**src/rtl/mcdt_rr_arbiter.sv**
```systemverilog
// mcdt_rr_arbiter: shares the MCDT output port among three channel FIFOs.
// One channel is granted per burst (round-robin or fixed priority). Each
// granted word is popped with an ack and forwarded one cycle later, tagged
// with its channel id.
// Ports:
//   clk, rstn            clock, asynchronous active-high reset
//   cfg_en_i, cfg_mode_i arbitration enable, 0=round-robin / 1=fixed priority
//   chN_req_i/data_i     channel N FIFO non-empty flag and head word
//   chN_ack_o            pop strobe to channel N (combinational)
//   mcdt_data/val/id_o   forwarded word, valid flag, source channel
//   busy_o               a burst is in progress
module mcdt_rr_arbiter #(
    parameter int unsigned DW        = 32,
    parameter int unsigned BURST_MAX = 4
) (
    input  logic          clk,
    input  logic          rstn,
    input  logic          cfg_en_i,
    input  logic          cfg_mode_i,
    input  logic          ch0_req_i,
    input  logic [DW-1:0] ch0_data_i,
    input  logic          ch1_req_i,
    input  logic [DW-1:0] ch1_data_i,
    input  logic          ch2_req_i,
    input  logic [DW-1:0] ch2_data_i,
    output logic          ch0_ack_o,
    output logic          ch1_ack_o,
    output logic          ch2_ack_o,
    output logic [DW-1:0] mcdt_data_o,
    output logic          mcdt_val_o,
    output logic [1:0]    mcdt_id_o,
    output logic          busy_o
);

    localparam int unsigned CW = $clog2(BURST_MAX) + 1;

    typedef enum logic {IDLE, XFER} state_t;

    state_t        state_q, state_d;
    logic [1:0]    grant_q, grant_d;
    logic [1:0]    last_q, last_d;
    logic [CW-1:0] cnt_q, cnt_d;

    logic [2:0]    req;
    logic [1:0]    winner;
    logic [1:0]    start;
    logic [2:0]    cand;
    logic          sel_req;
    logic [DW-1:0] sel_data;
    logic          ack;

    assign req = {ch2_req_i, ch1_req_i, ch0_req_i};

    // Winner selection; the reverse loop lets the closest candidate win.
    always_comb begin
        winner = 2'd0;
        cand   = 3'd0;
        start  = (last_q == 2'd2) ? 2'd0 : last_q + 2'd1;
        if (cfg_mode_i) begin
            if (req[0])      winner = 2'd0;
            else if (req[1]) winner = 2'd1;
            else             winner = 2'd2;
        end else begin
            for (int i = 2; i >= 0; i--) begin
                cand = {1'b0, start} + 3'(i);
                if (cand >= 3'd3) cand = cand - 3'd3;
                if (req[cand[1:0]]) winner = cand[1:0];
            end
        end
    end

    // Request and head word of the granted channel.
    always_comb begin
        case (grant_q)
            2'd0:    begin sel_req = req[0]; sel_data = ch0_data_i; end
            2'd1:    begin sel_req = req[1]; sel_data = ch1_data_i; end
            default: begin sel_req = req[2]; sel_data = ch2_data_i; end
        endcase
    end

    assign ack       = (state_q == XFER) && sel_req;
    assign ch0_ack_o = ack && (grant_q == 2'd0);
    assign ch1_ack_o = ack && (grant_q == 2'd1);
    assign ch2_ack_o = ack && (grant_q == 2'd2);
    assign busy_o    = (state_q == XFER);

    // State register.
    always_ff @(posedge clk or posedge rstn) begin
        if (rstn) begin
            state_q <= IDLE;
            grant_q <= 2'd0;
            last_q  <= 2'd2;
            cnt_q   <= '0;
        end else begin
            state_q <= state_d;
            grant_q <= grant_d;
            last_q  <= last_d;
            cnt_q   <= cnt_d;
        end
    end

    // Next-state logic.
    always_comb begin
        state_d = state_q;
        grant_d = grant_q;
        last_d  = last_q;
        cnt_d   = cnt_q;
        case (state_q)
            IDLE: begin
                if (cfg_en_i && (req != 3'b000)) begin
                    grant_d = winner;
                    cnt_d   = '0;
                    state_d = XFER;
                end
            end
            XFER: begin
                if (!sel_req) begin
                    // FIFO ran empty: close the burst without an ack.
                    state_d = IDLE;
                    last_d  = grant_q;
                end else if (cnt_q == CW'(BURST_MAX - 1)) begin
                    state_d = IDLE;
                    last_d  = grant_q;
                    cnt_d   = '0;
                end else begin
                    cnt_d = cnt_q + CW'(1);
                end
            end
            default: state_d = IDLE;
        endcase
    end

    // Output register: one-cycle latency from ack; id holds while idle.
    always_ff @(posedge clk or posedge rstn) begin
        if (rstn) begin
            mcdt_data_o <= '0;
            mcdt_val_o  <= 1'b0;
            mcdt_id_o   <= 2'd0;
        end else begin
            mcdt_val_o <= ack;
            if (ack) begin
                mcdt_data_o <= sel_data;
                mcdt_id_o   <= grant_q;
            end else begin
                mcdt_data_o <= '0;
            end
        end
    end

endmodule
```
**config.mk**
```make
export PLATFORM = sky130hd
export DESIGN_NAME = mcdt_rr_arbiter
export DESIGN_NICKNAME = d
export VERILOG_FILES = /design/src/rtl/mcdt_rr_arbiter.sv
export SDC_FILE = /design/constraint.sdc
export NUM_CORES = 1
export LEC_CHECK = 0
export ABC_AREA = 1
export CORE_MARGIN = 4
export CORE_UTILIZATION = 35
export DETAILED_ROUTE_END_ITERATION = 16
export GPL_TIMING_DRIVEN = 0
export PLACE_DENSITY = 0.77
export SYNTH_ARGS = -nofsm -noshare
export SYNTH_HDL_FRONTEND = slang
export SYNTH_SLANG_ARGS = --single-unit
export TNS_END_PERCENT = 50
```
**constraint.sdc**
```tcl
create_clock -name clk -period 1.5 [get_ports clk]
set_input_delay 0.3 -clock clk [delete_from_list [all_inputs] [get_ports clk]]
set_output_delay 0.3 -clock clk [all_outputs]
set_load 0.02 [all_outputs]
```
== After elaboration in Yosys (flattened, before gate mapping) ==
Cells that the tools add are included.
Widths: inputs -> output; s select.
Word-level totals
  register bits after elaboration: 43
  input port bits: 103
  output and inout port bits: 39
  word-level logic and storage cells: 70
Operators by class
  $add $sub $neg: 7
  magnitude comparators: 6
  eq/ne operators: 7
  muxes and demuxes: 32
  bitwise operators: 1
  reduce and logical (&&, ||, !) cells: 10
Operators with widths (number)
  $pmux 32 s2: 1
  $mux 32: 1
  $mux 2: 15
  $lt 2x3->1 const B: 3
  $mux 3: 3
  $bmux 1 s2: 3
  $ge 3x2->1 const B: 2
  $mux 1: 6
  $pmux 3 s2: 1
  $reduce_and 2->1: 3
  $sub 2x2->2 const B: 3
  $logic_and 1x1->1: 5
  $eq 2x2->1 const B: 2
  $ne 2x1->1 const B: 2
  $pmux 1 s2: 2
  $add 2x1->3 const B: 1
  $add 2x2->3 const B: 1
  $add 3x1->3 const B: 1
  $eq 3x2->1 const B: 1
  $reduce_bool 3->1: 1
  $add 2x1->2 const B: 1
  $eq 2x1->1 const B: 1
  $ge 2x2->1 const B: 1
  $logic_not 2->1: 1
  other kinds (2): 2

== Longest topological paths before layout ==
  word-level depth: 12
  mapped depth: 9
  depth with buffers taken out: 8

== Least setup slack after synthesis ==
Ideal clock, no wire load.
  path type: register to output
  start point: register grant_q[0]
  end point: output port ch0_ack_o
  arrival time: 1.420 ns
  data required time: 1.200 ns
  slack: -0.220 ns
  cell stages (with the launch flop): 8
  buffers on the path: 2
  cells stage by stage: dfrtp_1 buf_6 nor2_4 nand2_1 nand3_2 nand2_2 buf_6 nor3_1
On the way
  longest elaborated chain between the ends: 4
  elaborated cells on any way between the ends: 5
  those cells by class: 1 x eq/ne; 1 x mux; 3 x reduce/logical
Ends and longest elaborated chain
  start: declaration: line 40  | logic [1:0] grant_q, grant_d;
  start signal: assignment: line 96  | grant_q <= grant_d;
  $eq 2x1->1 / $logic_not 2->1 (equally long branches): line 74, 82
  $pmux 1 s2: line 74  | case (grant_q)
  $logic_and 1x1->1: line 81  | assign ack = (state_q == XFER) && sel_req;
  $logic_and 1x1->1 (*): line 82  | assign ch0_ack_o = ack && (grant_q == 2'd0);
  end: declaration: line 26  | output logic ch0_ack_o,
Mark *: on every way between the ends. The rest lies on a longest branch, timed or not.

== Worst setup path in the final report ==
  start point: register grant_q[1]
  end point: output port ch0_ack_o
Same word-level chain as after synthesis.

==> results.cfg <==
[clock_tree]
cts_tree = done
cts_buffers = 5
clk_pin_slew_ns = 0.08
cts_max_path_buffers = 2
cts-root-buf = clkbuf_8
htreeDepth = 2
ctsHoldBuffers = 0
cts_sinks = 43
clk_latency_ns = 0.29

[setup_path]
critPathBufInv = 2
critPathKind = reg -> out
max_stage_delay_ns = 0.44
cp_common_cell = buf_6
arrival_ns = 1.52
start_kind = register
reg2regPathDepth = 7
crit_cells = 7
path_cells = nor2_4 > nand2_2 > nand3_4 > nand2_4 > buf_6 > nor3_4 > buf_6
cp_slowest_cell = dfrtp_1
end_kind = output pin
cp_top_family = simple AND/OR/NAND/NOR gates
worstPathRequired_ns = 1.20
worstPathMaxFanout = 6

[sta]
fmax_ghz = 0.5492
rsz0062_at_grt = yes
finClkSkew_ns = 0.002933
timing.final.ws_setup_ns = -0.3208
drv_slew = 0
tightest_slew_ns = 0.8954
fin_crit_ns = 1.821
final_hold_viol_count = 0
timing.final.crit_share = 1.214
setup_viol = 3
hold_ws_ns = 0.5003
relSlewSlack = 0.4022

[route]
dr.pass1.iters = 4
vias_per_cell = 4.852
routed_wirelength_um = 7712
antenna_left = 0
remaining_drc_errors = 0
via_count = 2421
wire_per_inst_um = 15.45
drtIter0Drc = 93

[global_route]
grt.total_usage = 0.1998
grt_overflow = 0
antenna_found_initial = 0
first_global_vias = 2273
grt_max_degree = 44
grt_pass1_wl_um = 11510

[layout]
layout.nets = 532
area_delta_synth_final_pct = 89.40
n_antenna_cell = 0
fin_cells = 499
layout-drive-gt1-share = 0.1569

[synthesis]
synth_edf_count = 0
synthCells = 264
synthArstFlopShare = 1.000
synth_top_area_share = 0.5060
netlist_area_um2 = 2077
synth_most_common_cell = nand2_1
synth_area_leaders = dfrtp_1 (51%), nand2_1 (23%), a31oi_1 (9.9%)
synth.cells.most_frequent = nand2_1 (129), dfrtp_1 (42), a31oi_1 (33), inv_1 (13)
syn_area_per_cell_um2 = 7.867
synth_top_area_cell = dfrtp_1
ys_seq_elements = 43
syn_nets = 368
post_synth_num_cell_types = 22
ys.flop_type = dfrtp_1
synth_warnings = 0
yosysSeqAreaShare = 0.5187

[placement]
hpwl_um = 5541
portBuffers = 141
placedCellCount = 477
place.gp.congestion = 0.8327

[die]
die_h_um = 85.04
io_pins = 142
initial_utilization = 0.3682
dieArea_um2 = 7231
row_count = 27
fp.coreArea_um2 = 5642
die_x_um = 85.04

[power]
ir_drop_v = 0.0008123
p_leak_nw = 1.923
power_density_nw_per_um2 = 1585

[outcome]
status = finished with violations
violations = setup timing

[worst_hold_path]
hold_depth = 2
holdCritPathClass = reg -> reg

[flow_run]
maxCapViolCount = 0
-- layout by cell type, fill, tap and decap left out, types with 3 or more instances in the layout --
cell / synthesis / final
nand3_1: 9 / 9
nand2_2: 1 / 5
buf_4: 1 / 16
buf_8: 0 / 3
clkdlybuf4s50_1: 0 / 100
a31oi_2: 0 / 7
nand2_1: 129 / 124
clkbuf_8: 0 / 5
buf_6: 2 / 11
inv_1: 13 / 10
a31oi_1: 33 / 25
dlygate4sd2_1: 0 / 37
dfrtp_1: 42 / 40
inv_2: 1 / 4
nor2_1: 8 / 7
-- stage by stage --
step                setup WS (ns)  TNS, ns  total power, mW  utilization  instance area (um^2)
global placement          -0.8680   -35.95            4.854       0.6361                  3588
detailed placement        -0.8954   -7.442            4.905       0.6361                  3588
CTS                       -0.3232  -0.9352            5.746       0.6640                  3746
finish                    -0.3208  -0.8849            6.234       0.6973                  3934
floorplan                -0.04721  -0.1268            3.510            -                  2087
global route              -0.4131   -1.240            6.656       0.6973                  3934
-- worst min-delay path, stage by stage (launching register included) --
cell	delay, ns
dfrtp_1	0.34
nand2_1	0.05
o21ai_1	0.07
-- kinds of logic after synthesis --
group / share of synthesized area
buffers and inverters: 0.06687
adder cells (fa/ha/maj): 0.006023
AND/OR/NAND/NOR: 0.2958
flip-flops: 0.5187
AO/OA/AOI/OAI: 0.1126
-- registers in the layout (all words and copies together) (netlist names) --
register	cells
last_q	2
mcdt_data_o	32
grant_q	2
mcdt_val_o	1
cnt_q	3
mcdt_id_o	2
busy_o	1
-- layer usage --
metal  vias to the layer above  wire, um  global-route usage
li1                       1182         -                   -
met1                      1115      2919              0.2309
met2                       115      3827              0.3453
met3                         9       856             0.08155
met4                         0       108             0.04604
met5                         -         0                   0
-- worst paths after layout --
path	start	endpoint	slack (ns)
worst max-delay path	grant_q[1]	ch0_ack_o	-0.32
worst min-delay path	mcdt_id_o[1]	mcdt_id_o[1]	0.50
worst max register to register	grant_q[1]	mcdt_data_o[21]	0.06
worst min register to register	mcdt_id_o[1]	mcdt_id_o[1]	0.50
max in group asynchronous	rstn	busy_o	0.38
min in group asynchronous	rstn	mcdt_data_o[12]	0.51
-- area by class of cell --
| cell class | count | area [um^2] |
|---|---|---|
| multi-input combinational | 192 | 969.7 |
| sequential | 43 | 1080 |
| fill | 464 | 1708 |
| buffer | 14 | 141.4 |
| tap | 72 | 90.09 |
| clock buffer | 6 | 72.57 |
| inverter | 14 | 52.55 |
| timing repair buffer | 158 | 1528 |
-- timing repair --
item | 4_1_cts | 5_1_grt
gates cloned | 0 | 3
endpoints found under the setup margin | 46 | 36
pin swaps | 8 | 6
resized for setup | 69 | 47
setup buffers | 12 | 4
-- where the power goes --
part           internal (mW)  switching (mW)  leakage (nW)  total, mW
Clock                  0.311           0.376        0.0371      0.687
Combinational           1.67            2.17          1.31       3.84
Sequential              1.52           0.184         0.574       1.71
(Power assumes the default switching activity.)
